`src/rtl/agc_ram_arbiter.sv`:
```
// Arbitrates the single agc_ram between the AGC Core and the debug/loader port.
// Core has priority; a starvation counter forces bounded debug bursts while the Core stalls.
module agc_ram_arbiter #(
    parameter int unsigned ADDR_W    = 11,
    parameter int unsigned DATA_W    = 15,
    parameter int unsigned MAX_WAIT  = 8,
    parameter int unsigned BURST_MAX = 4
) (
    input  logic              clock,
    input  logic              reset_n,

    input  logic              core_req,
    input  logic              core_we,
    input  logic [ADDR_W-1:0] core_addr,
    input  logic [DATA_W-1:0] core_wdata,
    output logic              core_gnt,
    output logic              core_stall,
    output logic              core_rvalid,
    output logic [DATA_W-1:0] core_rdata,

    input  logic              dbg_req,
    input  logic              dbg_we,
    input  logic [ADDR_W-1:0] dbg_addr,
    input  logic [DATA_W-1:0] dbg_wdata,
    output logic              dbg_gnt,
    output logic              dbg_rvalid,
    output logic [DATA_W-1:0] dbg_rdata,

    output logic [ADDR_W-1:0] ram_rdaddress,
    output logic              ram_rd_addrstall,
    output logic [ADDR_W-1:0] ram_wraddress,
    output logic [DATA_W-1:0] ram_data,
    output logic              ram_wren,
    input  logic [DATA_W-1:0] ram_q
);

    localparam int unsigned WAIT_W  = $clog2(MAX_WAIT + 1);
    localparam int unsigned BURST_W = (BURST_MAX > 1) ? $clog2(BURST_MAX) : 1;

    typedef enum logic {
        ST_CORE,
        ST_DBG
    } state_t;

    typedef enum logic [1:0] {
        OWN_NONE,
        OWN_CORE,
        OWN_DBG
    } owner_t;

    state_t              state;
    owner_t              owner;
    logic [WAIT_W-1:0]   wait_cnt;
    logic [BURST_W-1:0]  burst_cnt;
    logic [ADDR_W-1:0]   rd_addr_q;

    logic core_rd_gnt;
    logic core_wr_gnt;
    logic dbg_rd_gnt;
    logic dbg_wr_gnt;

    // Grant decode; nothing is granted while reset is held.
    always_comb begin
        core_gnt = 1'b0;
        dbg_gnt  = 1'b0;
        if (reset_n) begin
            case (state)
                ST_CORE: begin
                    if (core_req) begin
                        core_gnt = 1'b1;
                    end else if (dbg_req) begin
                        dbg_gnt = 1'b1;
                    end
                end
                ST_DBG: begin
                    dbg_gnt = dbg_req;
                end
            endcase
        end
    end

    assign core_stall  = reset_n & core_req & ~core_gnt;
    assign core_rd_gnt = core_gnt & ~core_we;
    assign core_wr_gnt = core_gnt &  core_we;
    assign dbg_rd_gnt  = dbg_gnt  & ~dbg_we;
    assign dbg_wr_gnt  = dbg_gnt  &  dbg_we;

    // RAM port muxing; the read address holds its last value when no read is granted.
    always_comb begin
        ram_wren         = core_wr_gnt | dbg_wr_gnt;
        ram_wraddress    = '0;
        ram_data         = '0;
        ram_rd_addrstall = ~(core_rd_gnt | dbg_rd_gnt);
        ram_rdaddress    = rd_addr_q;
        if (core_wr_gnt) begin
            ram_wraddress = core_addr;
            ram_data      = core_wdata;
        end else if (dbg_wr_gnt) begin
            ram_wraddress = dbg_addr;
            ram_data      = dbg_wdata;
        end
        if (core_rd_gnt) begin
            ram_rdaddress = core_addr;
        end else if (dbg_rd_gnt) begin
            ram_rdaddress = dbg_addr;
        end
    end

    assign core_rvalid = (owner == OWN_CORE);
    assign dbg_rvalid  = (owner == OWN_DBG);
    assign core_rdata  = ram_q;
    assign dbg_rdata   = ram_q;

    // Arbitration state, starvation/burst counters and read-return owner tag.
    always_ff @(posedge clock or negedge reset_n) begin
        if (!reset_n) begin
            state     <= ST_CORE;
            wait_cnt  <= '0;
            burst_cnt <= '0;
            owner     <= OWN_NONE;
            rd_addr_q <= '0;
        end else begin
            rd_addr_q <= ram_rdaddress;
            if (core_rd_gnt) begin
                owner <= OWN_CORE;
            end else if (dbg_rd_gnt) begin
                owner <= OWN_DBG;
            end else begin
                owner <= OWN_NONE;
            end

            case (state)
                ST_CORE: begin
                    burst_cnt <= '0;
                    if (dbg_req && (wait_cnt == WAIT_W'(MAX_WAIT))) begin
                        state    <= ST_DBG;
                        wait_cnt <= '0;
                    end else if (!dbg_req || dbg_gnt) begin
                        wait_cnt <= '0;
                    end else if (wait_cnt != WAIT_W'(MAX_WAIT)) begin
                        wait_cnt <= wait_cnt + WAIT_W'(1);
                    end
                end
                ST_DBG: begin
                    wait_cnt <= '0;
                    if (!dbg_req || (burst_cnt == BURST_W'(BURST_MAX - 1))) begin
                        state     <= ST_CORE;
                        burst_cnt <= '0;
                    end else begin
                        burst_cnt <= burst_cnt + BURST_W'(1);
                    end
                end
            endcase
        end
    end

endmodule
```
`config.mk`:
```
export PLATFORM = sky130hd
export DESIGN_NAME = agc_ram_arbiter
export DESIGN_NICKNAME = d
export VERILOG_FILES = /design/src/rtl/agc_ram_arbiter.sv
export SDC_FILE = /design/constraint.sdc
export NUM_CORES = 1
export LEC_CHECK = 0
export BUFFER_PORTS_ARGS = -buffer_cell sky130_fd_sc_hd__buf_2
export CORE_ASPECT_RATIO = 0.8
export CORE_MARGIN = 2
export CORE_UTILIZATION = 32
export CTS_CLUSTER_SIZE = 14
export DETAILED_ROUTE_END_ITERATION = 8
export HOLD_SLACK_MARGIN = 0.15
export PLACE_DENSITY_LB_ADDON = 0.3
export SLEW_MARGIN = 20
export SYNTH_ARGS = -nofsm -noshare
export SYNTH_HDL_FRONTEND = slang
export SYNTH_SLANG_ARGS = --single-unit
```
`constraint.sdc`:
```
create_clock -name clock -period 1.65 [get_ports clock]
set_clock_uncertainty 0.2 [all_clocks]
set_input_delay 0 -clock clock [delete_from_list [all_inputs] [get_ports clock]]
set_output_delay 0 -clock clock [all_outputs]
set_load 0.05 [all_outputs]
```
==> results of run 1 <==
==> power breakdown <==
part | internal (W) | switching [W] | total, W
Combinational | 0.000459 | 0.000681 | 0.00114
Sequential | 0.000544 | 0.0000240 | 0.000568
Clock | 0.000212 | 0.000162 | 0.000374
==> synthesized netlist by cell type <==
cell	instances	area (um2)
sky130_fd_sc_hd__or2_2	1	6.260
sky130_fd_sc_hd__nand2_1	2	7.510
sky130_fd_sc_hd__nor2_1	7	26.28
sky130_fd_sc_hd__buf_2	4	20.02
sky130_fd_sc_hd__and4bb_1	1	12.51
sky130_fd_sc_hd__and2_1	3	18.77
sky130_fd_sc_hd__o21a_1	1	7.510
sky130_fd_sc_hd__and2b_1	1	7.510
sky130_fd_sc_hd__a41oi_2	1	16.27
sky130_fd_sc_hd__a221o_1	11	110.1
sky130_fd_sc_hd__ha_1	3	37.54
sky130_fd_sc_hd__nand3b_1	1	7.510
sky130_fd_sc_hd__nor2b_1	3	18.77
sky130_fd_sc_hd__nor2b_4	1	13.76
sky130_fd_sc_hd__xor2_1	1	8.760
sky130_fd_sc_hd__inv_1	4	15.01
sky130_fd_sc_hd__o211ai_1	1	7.510
sky130_fd_sc_hd__nand3_1	1	5.000
sky130_fd_sc_hd__and3_1	3	18.77
sky130_fd_sc_hd__dfrtp_1	20	500.5
sky130_fd_sc_hd__xnor2_1	1	8.760
sky130_fd_sc_hd__and2_0	9	56.30
sky130_fd_sc_hd__buf_4	30	225.2
sky130_fd_sc_hd__nor3_4	1	16.27
sky130_fd_sc_hd__nor3_2	1	10.01
sky130_fd_sc_hd__buf_6	4	45.04
sky130_fd_sc_hd__a22o_1	26	227.7
sky130_fd_sc_hd__nand2b_1	1	6.260
==> through the flow <==
step	hold WS (ns)	setup WS [ns]	std cells	utilization	instance area, um2
2_1_floorplan	-0.4956	-0.2365	143	-	1500
3_3_place_gp	-0.3720	-0.2522	274	0.4458	1909
3_5_place_dp	-0.3701	-0.3183	274	0.4458	1909
4_1_cts	-0.6568	-0.2794	320	0.6056	2594
5_1_grt	-0.6526	-0.3598	331	0.7131	3054
6_report	-0.6461	-0.3004	331	0.7131	3054
==> cell type report <==
type	instances	area, um2
Clock buffer	4	55.05
Fill cell	275	1229
Inverter	4	15.01
Multi-Input combinational cell	82	857.1
Sequential cell	20	500.5
Tap cell	57	71.32
Timing Repair Buffer	164	1555
==> state kept, by name, summed over array words and instances, names as in the netlist <==
register   count
owner          2
rd_addr_q     11
wait_cnt       4
state          1
burst_cnt      2
==> worst min path at each step <==
stage                        from      endpoint  slack [ns]
final                     reset_n         state       -0.65
after global routing      reset_n         state       -0.65
after floorplan           reset_n  burst_cnt[0]       -0.50
after CTS                 reset_n         state       -0.66
after global placement    reset_n         state       -0.37
after detailed placement  reset_n         state       -0.37
==> metal layers <==
metal | routed length, um | GRT usage
met1 | 2260 | 0.2283
met3 | 404 | 0.03482
met5 | 0 | 0
met4 | 359 | 0.1056
met2 | 3628 | 0.4013
==> timing repair <==
action / 4_1_cts / 5_1_grt
gates resized for setup: 66 / 75
hold buffers: 40 / 4
buffers inserted: 2 / 5
cloned: 0 / 3
endpoints found under the setup margin: 51 / 54
hold endpoints to repair: 66 / 7
pin swaps: 10 / 22
==> cell usage in the layout, fill, tap and decap left out, drive strengths merged <==
cell | netlist | layout
ha | 3 | 3
and3 | 3 | 3
a22o | 26 | 26
nand3b | 1 | 1
a221o | 11 | 11
dfrtp | 20 | 20
o21a | 1 | 1
or2 | 1 | 1
a41oi | 1 | 1
buf | 38 | 118
dlygate4sd3 | 0 | 44
nand2 | 2 | 2
and2 | 12 | 12
nor3 | 2 | 3
o211ai | 1 | 1
nand3 | 1 | 1
nor2b | 4 | 4
inv | 4 | 4
and2b | 1 | 1
xnor2 | 1 | 1
xor2 | 1 | 1
nor2 | 7 | 7
and4bb | 1 | 1
nand2b | 1 | 1
clkbuf | 0 | 6
==> worst register-to-register path, delay by kind of cell (launching register included) <==
kind,cells,cell delay (ns)
AO/OA/AOI/OAI,2,0.44
buffers and inverters,1,0.18
flip-flops,1,0.40
AND/OR/NAND/NOR,1,0.31
==> kinds of logic (layout without fill, tap and decap cells) <==
kind of cell,count (synthesis),count (layout),synth area share
fa+ha+maj,3,3,0.02569
flops,20,20,0.3425
compound gates,40,40,0.2526
buf+inv,42,172,0.2089
xor+xnor,2,2,0.01199
simple gates,36,37,0.1584
==> results summary, run 1 <==
Counting every instance in the synthesized netlist gives 143. The power density over the cells is 682.2 nW/um2. The critical path class is reg -> out. The signal on the critical path passes through and4bb_1, a41oi_2, buf_12, a221o_2, buf_8. The total clock buffers created by CTS is 3. The register bit total from synthesis is 20. On the critical path the largest part of the delay comes from compound AO/OA/AOI/OAI gates. After detailed routing, the average wire length per cell comes to 20.10 um. STA classifies the critical path endpoint as an output pin.

Of the synthesized area, sequential elements account for 0.3425. The floorplan has 21 rows. The critical-path maximum fanout is 12. The number of antenna-violating nets in the routed design is 0.

The max capacitance violation total is 0. The final number of max-transition violations is 0. The area of the mapped netlist is 1461 um2. Setup violations remaining at the end of the flow were counted as 41. The start point of the critical path is state.

The number of I/O pins is 147. The first-pass GRT wire length is 8362 um. The effective utilization at floorplan is 0.3412. The clock-pin slew reported for the worst setup and hold paths after clock tree synthesis is 0.08 ns. The number of antenna diodes in the final layout is 0. The deepest clock path buffer count is 2.

The remaining global-route overflow is 0. The endpoint of the worst-slack reg-to-reg timing path is rd_addr_q[3]. The number of iterations in the first detailed-routing pass came out at 4. The worst hold path class is in -> async. CTS placed an instance of sky130_fd_sc_hd__clkbuf_8 at the clock tree root. The floorplan step defined a core boundary enclosing 4283 um2. The number of port buffers is 101. The average cell area after synthesis is 10.22 um2. The share of cells above drive strength 1 came out at 0.5985.

Derived from the worst setup path, the maximum achievable clock frequency is 512.7 MHz. The largest net degree at the start of global routing came out at 28. The worst endpoint required time is 1.45 ns. The overall die area is 5127 um2. The routability congestion estimate came out at 0.8119. The data arrival time of the critical path came out at 1.75 ns. The number of cells on the worst reg-to-reg path is 4. The endpoint of the most critical setup path is ram_rdaddress[5].

The worst path in the final design needs a cycle of approximately 2.0 ns, including I/O delays and setup. The static leakage is 1.523 nW. Setup repair after global routing could not meet its margin everywhere.

The flow ran to the end, but the final reports show violations. The detailed-route via count came out at 1709. The final sum of negative setup slack came out at -9.589 ns. The area growth from synthesis to layout came out at 109.0%.

The slowest stage of the critical path is the sky130_fd_sc_hd__dfrtp_1 cell. Across all register-to-register paths, the minimum setup slack is 0 ns. The initial DRC count is 55. The critical path depth came out at 5. The checks that failed: negative hold slack, negative setup slack. The clock tree from TritonCTS is yes.

The DRC violation count after routing came out at 0. The worst supply voltage drop on vdd is 0.0004237 V. The final layout contains routed wiring with a total length of around 6700 um. After detailed routing, the number of vias per cell comes to 5.163.

The final worst setup slack is -0.3004 ns. The initial antenna violation count was 0. The yosys synthesis warning count is 0. The final-layout worst hold slack is -0.6461 ns. The die extent in x came out at 79.56 um. The number of nets in the synthesized netlist came out at 219. The half-perimeter wire length after detailed placement came out at 3565 um. The via count of the first global-routing pass came to 1753. STA classifies the critical path startpoint as a flop. Measured against its own limit, the worst slew margin works out to 0.3159.

In this run the number of H-tree levels came out at 1. The worst register-to-register path begins at state. The post-route fraction of the period consumed by the critical path is 1.182. The total design power came out at 0.002084 W. Together, buffers and inverters on the worst path number 2. The count of clock tree sinks came out at 20. The total global-route track usage came out at 0.2129.

The hold violation count in the final report was 2. The transition time of the tightest slew-check pin is 1.023 ns. The vertical die dimension is ~64 um. The insertion delay of the later-clocked pin in the worst-skew pair came out at around 0.26 ns. The final net count came out at 351. The delay contributed by the slowest stage of the critical path is 0.40 ns. The number of different library cells in the post-synthesis netlist is 28.
Note: power is estimated with default switching activity, not from simulation.
==> run 2, diff against run 1 <==
Settings changed: CELL_PAD_IN_SITES_DETAIL_PLACEMENT set to 1, CELL_PAD_IN_SITES_GLOBAL_PLACEMENT set to 2, CORE_UTILIZATION 32 to 16.
==> run 2 against run 1 <==
Compared with the run above:
- the flow still finishes with violations (negative hold slack, negative setup slack)
- total power increased by 15%
- fmax decreased by 3.6%
- highest routed layer unchanged
- wire length increased by 0.87%
- worst setup slack got worse by 0.073 ns
- sequential share of layout area decreased by 1.4 points
- largest cell class unchanged
- non-clock buffer count increased by 19
- critical path depth unchanged
- critical endpoint is now ram_rdaddress[10]
==> results summary, run 2 (synthesis results as in run 1) <==
The run finished, with violations left. The final reports fail on negative hold slack, negative setup slack. The clock-pin slew reported for the worst setup and hold paths after clock tree synthesis came out at 0.06 ns. The number of I/O pins came out at 147. The worst flop-to-flop path startpoint is state.

Leaving out fill and tap cells, the most frequent cell in the layout is sky130_fd_sc_hd__buf_2. Of all nets on the critical path, the largest fanout is 5. The final net count is about 370. Across all hold checks on the routed design, the worst slack comes to -0.07012 ns. The initial antenna violation count came to 0. The deepest clock path buffer count came out at 2. The register name with the most flops is rd_addr_q.

At the placement stage, the worst setup path has a slack of -0.4565 ns. The worst hold path class is in -> reg. After layout, the worst setup slack is -0.3738 ns. The first global-routing pass estimated between 10000 and 15000 um of wire. The number of port buffers came out at 101.

The worst supply voltage drop on vdd came out at 0.0004991 V. The via count of the first global-routing pass came to approximately 1900. The power density over the cells is 714.8 nW/um2. The worst setup path is captured at an output pin. The area taken by flip-flops and latches is 501.7 um2.

The wire length after detailed routing came out at 6711 um. The delay contributed by the slowest stage of the critical path came out at 0.45 ns. The largest registers in the layout are rd_addr_q: 11 flops, wait_cnt: 4 flops. The number of inserted diodes is 0. The share of cells above drive strength 1 came out at 0.5925. The worst endpoint required time came out at roughly 1.5 ns.

The shortest period the worst path allows is 2.024 ns. The per-cell via count in the routed design is around 4.2. The worst hold path was traced through 3 stages. The effective utilization at floorplan came out at 0.1631. Static timing analysis puts the maximum clock frequency at 494.1 MHz. In this run the critical register-to-register path is captured at rd_addr_q[10].

The final number of max-transition violations was 0. Across the run, the number of max-cap violations was 0. The number of hold buffers added after cts came out at 53. The vertical die dimension came out at around 89 um. Compared with the post-synthesis result, the final layout area differs by 129.4%. The remaining global-route overflow is 0. The top cell types in the final layout, fill and taps aside, are sky130_fd_sc_hd__buf_2, sky130_fd_sc_hd__dlygate4sd3_1, sky130_fd_sc_hd__buf_8.

Dividing the final minimum period by the clock period gives 1.227. In the global route stage, overall resource usage came out at 0.1297. The total number of H-tree levels came out at 1.

The area occupied by multi-input gates is 877.1 um2. The per-cell routed wire length is 16.49 um. The clock root buffer master is sky130_fd_sc_hd__clkbuf_16. Setup repair after global routing could not meet its margin everywhere. The largest net degree at the start of global routing came out at 13. The launching element type of the critical path is a flop.

The number of antenna-violating nets in the routed design is 0. In the routed design, unresolved DRC markers number 0. The data arrival time of the critical path came out at 1.82 ns. For hold timing, the worst endpoint is owner[1]. The insertion delay of the later-clocked pin in the worst-skew pair is roughly 0.25 ns.

Signal routing reaches up to met4. The core outline area is 8960 um2. The count of final setup violators came out at 50.

The total clock buffers created by CTS is 3. The analysis attributes to cell leakage a power of 1.638 nW. The minimum setup slack among reg-to-reg paths is -0.08 ns. Walking the worst path, the cells encountered are and4bb_1, a41oi_4, buf_4, a221o_2, buf_8.

The count of clock tree sinks came out at 20. The half-perimeter wire length after detailed placement came out at 3897 um. From left edge to right edge, the die measures 110.9 um.

The number of inserted filler cells in the final layout came out at 967. The hold violation count in the final report is 1. The met1 routed wirelength after detailed routing came out at between 2000 and 3000 um. The logic depth of the worst register-to-register path is 4. The transition time of the tightest slew-check pin is ~1 ns. Before antenna repair, the detailed router went through 4 iterations. The detailed-route via count is 1699. The register with the most flip-flops in the layout has 11 of them. At the end of routability-driven placement, the weighted congestion stood at 0.6876. The initial DRC count is 51.

The met3 routed wirelength is roughly 360 um. Among cell families on the critical path, the largest total delay comes from flip-flops. The die covers 9919 um2. TritonCTS built the clock tree. In the detailed route, the total length drawn on met2 is 3466 um. The critical path contains buffers and inverters numbering 2 combined. The number of placement rows came out at 31. The slowest library cell on the worst path is sky130_fd_sc_hd__dfrtp_2. The relative slew slack is 0.3231.

The critical path in this run is classified as reg -> out. The startpoint identified for the worst hold timing path is dbg_we. The post-layout utilization of the core came out at 0.3741.
run 2: timing repair:
item | 4_1_cts | 5_1_grt
gates resized for setup | 152 | 3
endpoints found under the hold margin | 76 | 2
setup endpoints to repair | 51 | 50
pin swaps | 32 | 4
buffers inserted | 11 | 0
cloned | 5 | 0
run 2: final cells by class:
cell class                 count  share of cell area
multi-input combinational     81              0.2617
clock inverter                 1            0.008959
clock buffer                   3             0.02240
tap                          115             0.04293
sequential                    20              0.1497
timing repair buffer         183              0.5099
inverter                       4            0.004479
run 2: metal layers:
metal | GRT usage | vias up
met5 | 0 | -
met4 | 0.02045 | 0
met3 | 0.02237 | 6
met2 | 0.2415 | 85
met1 | 0.1627 | 813
li1 | - | 795
run 2: power breakdown:
group          total (W)  switching (W)  internal (W)
registers       0.000567      0.0000220      0.000545
clock network   0.000681       0.000200      0.000482
logic            0.00115       0.000677      0.000471
run 2: metrics by stage:
step | cells | power [W] | setup TNS [ns] | area [um2]
global route | 407 | 0.002496 | -13.75 | 3352
CTS | 409 | 0.002405 | -11.16 | 3376
detailed placement | 336 | 0.001244 | -10.50 | 1984
finish | 407 | 0.002396 | -11.29 | 3352
global placement | 336 | 0.001241 | -8.855 | 1984
floorplan | 143 | 0.001225 | -2.818 | 1500
run 2: worst reg2reg max path, cell delays in order, from the launching register on:
cell and delay [ns]:
sky130_fd_sc_hd__dfrtp_2 0.45, sky130_fd_sc_hd__and4bb_1 0.34, sky130_fd_sc_hd__a41oi_4 0.07, sky130_fd_sc_hd__buf_4 0.19
sky130_fd_sc_hd__a221o_2 0.36
run 2: worst max-delay path by stage:
stage,slack [ns],cells after the start,start,to
3_5_place_dp,-0.46,4,state,ram_rdaddress[1]
3_3_place_gp,-0.40,4,state,ram_rdaddress[1]
6_report,-0.37,5,state,ram_rdaddress[10]
5_1_grt,-0.42,5,state,ram_rdaddress[1]
2_1_floorplan,-0.24,4,state,rd_addr_q[1]
4_1_cts,-0.36,5,state,ram_rdaddress[10]
==> run 3, diff against run 2 <==
Settings changed: ABC_AREA set to 1, CORE_UTILIZATION 16 to 15.
==> run 3 against run 2 <==
Compared with the run above:
- the flow still finishes with violations (negative hold slack, negative setup slack)
- non-clock buffer count shrank 19
- sequential cell count is the same
- wire length shrank 0.85%
- utilization shrank 7.2 points
- clock-buffer cell count is the same
- sequential share of layout area grew 1.0 points
- fmax grew 20%
- via count grew 15%
==> results summary, run 3 <==
The part of the power in combinational logic is 0.509. Clock tree synthesis found a total of 20 sinks. The main combinational cell family by area after synthesis is simple AND/OR/NAND/NOR gates. The transition time of the tightest slew-check pin is 0.9960 ns. The number of inserted diodes is 0. During placement, the flow inserted port buffers numbering 101. The number of placement rows came out at 33.

The cell area that synthesis handed to floorplanning was 1619 um2. The worst hold path class is in -> async. The overall die area is 11650 um2. The clock tree from TritonCTS is yes. Across the run, the number of max-cap violations was 0. The insertion delay of the later-clocked pin in the worst-skew pair came out at 0.25 ns.

For the finished layout, the period the worst path requires is roughly 1.7 ns. The number of iterations in the first detailed-routing pass is 3. Relative to the synthesized area, the layout overhead comes to 93.51%. Summing all multi-input logic gate instances after layout gives 862.1 um2.

The library cell used most frequently in the layout, excluding fill and tap cells, is sky130_fd_sc_hd__nand2_1. The mux share of post-synthesis cell area came out at 0. The wire length after detailed routing is 6654 um.

The relative slew slack came out at 0.3338. The post-placement setup slack is -0.007010 ns. The per-cell routed wire length is roughly 13 um. The sequential share of the synthesized area came out at 0.3091. The share of total power dissipated in the clock network is 0.229. The DRC violation count after routing is 0. rd_addr_q holds more flip-flops than any other register. The synthesized-area fraction occupied by ao, oa, aoi and oai cells came out at 0.006182. The number of antenna-violating nets in the routed design came out at 0. The switching power came out at 0.0008923 W.

Clock-pin slew was measured on the worst setup and hold paths at 0.05 ns. The register bit total from synthesis is 20. The number of hold buffers added after cts came out at 51. Setup violations remaining at the end of the flow were counted as 31.

In the synthesized netlist the dominant register cell turns out to be sky130_fd_sc_hd__dfrtp_1. The hold violation count in the final report is 4. Across all setup checks in the final design, the least slack found is -0.04049 ns. The post-route fraction of the period consumed by the critical path came out at 1.025. For the final routed database, the setup TNS stands at -0.6931 ns.

For flop-to-flop paths, the worst setup slack is roughly 0.24 ns. The total clock buffers created by CTS is 3. Of the total power, registers draw 0.262.

The XOR/XNOR share of the synthesized area came out at 0.01082. STA puts the critical path data required time at 1.45 ns. The routability congestion estimate came out at ~0.71.

Counting every net in the synthesized netlist gives 305. A synthesized cell averages 7.070 um2. The total number of H-tree levels came out at 1.

The number of different library cells in the post-synthesis netlist is 20. The run finished, with violations left. The number of inserted filler cells in the final layout came out at 1256. The effective utilization at floorplan came out at 0.1562.

The critical-path maximum fanout is 12. The library cell occupying the most area in the post-synthesis netlist is sky130_fd_sc_hd__dfrtp_1. The vertical die dimension came out at around 97 um. The top cell types in the final layout, fill and taps aside, are sky130_fd_sc_hd__nand2_1, sky130_fd_sc_hd__buf_2, sky130_fd_sc_hd__dlygate4sd3_1. The final reports fail on negative hold slack, negative setup slack. The first routing iteration left 51 violations.

The detailed-route via count came out at 1952. The final number of max-transition violations was 0. The largest registers in the layout are rd_addr_q: 11 flops, wait_cnt: 4 flops. The core region is 10360 um2. In the synthesized netlist, the cells that appear most often are sky130_fd_sc_hd__nand2_1, sky130_fd_sc_hd__nand3_1, sky130_fd_sc_hd__buf_4, sky130_fd_sc_hd__dfrtp_1, sky130_fd_sc_hd__inv_1. The worst supply voltage drop on vdd came out at 0.0003440 V. The number of flip-flops in the largest register is 11. Pin placement for this block handled 147 I/O pins. The area taken by flip-flops and latches is 500.5 um2.

Across all hold checks on the routed design, the worst slack comes to -0.6107 ns. Of the post-synthesis cell area, the dominant cell type holds 0.3091. The power density over the cells is just under 700 nW/um2. The fraction of the mapped netlist area in adder cells came out at 0.02318. The worst setup path is captured at an output pin. The highest achievable clock rate is about 590 MHz.

The die extent in x is ~120 um. The static leakage came out at 1.606 nW. The largest net degree at the start of global routing is 22. The first-pass GRT wire length came out at 10770 um. The share of cells above drive strength 1 is 0.4141. The cell with the most instances after synthesis is sky130_fd_sc_hd__nand2_1.

The share of total power consumed by net switching is 0.4150. The launching element type of the critical path is a flop. The per-cell via count in the routed design is approximately 3.9.

The yosys synthesis warning count came out at 0. The half-perimeter wire length after detailed placement is 4744 um. The share of async-settable or async-resettable flops after synthesis is 1.000.

The via count of the first global-routing pass is 2160. Setup repair after global routing could not meet its margin everywhere. The final non-filler cell area came out at 3133 um2. The final net count is 433. The initial antenna violation count was 0. Sorting the synthesized cells by area gives the leading types as sky130_fd_sc_hd__dfrtp_1, sky130_fd_sc_hd__nand2_1, sky130_fd_sc_hd__nand3_1. The placed instances occupy a cell area of 2196 um2.

The total global-route track usage is 0.1142. The number of cells produced by synthesis is ~230. The critical path class is reg -> out. The tree is rooted in a sky130_fd_sc_hd__clkbuf_16. The internal power is 0.001258 W. The deepest clock path buffer count is 2. The data arrival time of the critical path is 1.49 ns. In this run, synthesis inferred 0 flip-flops with an integrated enable. Summed over all layers, the global routing overflow is 0. The simple-gate area share of the yosys netlist came out at 0.4312.
run 3: cell count changes in the layout (fill, tap and decap cells not counted), sizes merged, moves of 2 or more:
cell	before	now
nand2	2	81
a221o	11	0
nand4	0	2
and2	12	0
o21ai	0	2
and3	3	0
buf	130	113
a22o	26	0
dlygate4sd3	53	51
inv	4	12
nand3	1	50
nor2	7	12
nor2b	4	0
run 3: power groups by stage:
stage               Clock, W  Combinational [W]  Sequential [W]
floorplan                  0           0.000670        0.000568
global placement           0           0.000704        0.000572
detailed placement         0           0.000710        0.000573
CTS                 0.000519            0.00110        0.000565
global route        0.000537            0.00116        0.000571
finish              0.000492            0.00109        0.000564
run 3: final timing paths:
path	start	to	depth (start not counted)
setup / recovery	state	ram_rdaddress[0]	8
min in group clock	core_we	owner[0]	3
hold reg to reg	burst_cnt[0]	burst_cnt[0]	1
hold / removal	reset_n	wait_cnt[0]	1
setup reg to reg	state	rd_addr_q[0]	7
max in group asynchronous	reset_n	rd_addr_q[10]	3
run 3: layer usage:
metal / vias to the layer above / wire length (um) / track usage
met3: 0 / 365 / 0.02830
met1: 927 / 2942 / 0.1421
met5: - / 0 / 0
li1: 960 / - / -
met4: 0 / 0 / 0.01086
met2: 65 / 3346 / 0.2050
run 3: per-stage QoR:
stage               hold slack (ns)  std cells  power [W]    util
floorplan                   -0.4956        229   0.001238       -
global placement            -0.3430        439   0.001276  0.2119
detailed placement          -0.3382        439   0.001283  0.2119
CTS                         -0.6102        495   0.002185  0.3006
global route                -0.6087        495   0.002264  0.3023
finish                      -0.6107        495   0.002150  0.3023
run 3: repair_timing:
item	4_1_cts	5_1_grt
endpoints found under the setup margin	38	40
hold endpoints to repair	81	5
pin swaps	11	0
setup buffers	2	0
resized for setup	93	7
run 3: area by class of cell:
type | instances | area share
Multi-Input combinational cell | 155 | 0.2752
Sequential cell | 20 | 0.1597
Inverter | 13 | 0.01558
Tap cell | 140 | 0.05591
Timing Repair Buffer | 164 | 0.4696
Clock buffer | 3 | 0.02396
run 3: cell families (layout without fill, tap and decap cells):
group / count (synthesis) / in the layout
adders and majority gates: 3 / 3
DFF: 20 / 20
xor gates and xnor gates: 2 / 2
AOI/OAI and AO/OA: 2 / 2
and+or+nand+nor: 148 / 148
buffers and inverters: 54 / 180
run 3: critical path, stage by stage (launching register included):
cell and delay, ns:
sky130_fd_sc_hd__dfrtp_1 0.35, sky130_fd_sc_hd__inv_2 0.05, sky130_fd_sc_hd__nand2_4 0.14, sky130_fd_sc_hd__nand2_8 0.09, sky130_fd_sc_hd__nor2_4 0.13, sky130_fd_sc_hd__buf_12 0.14, sky130_fd_sc_hd__nand2_1 0.06, sky130_fd_sc_hd__nand3_2 0.11
sky130_fd_sc_hd__buf_8 0.15
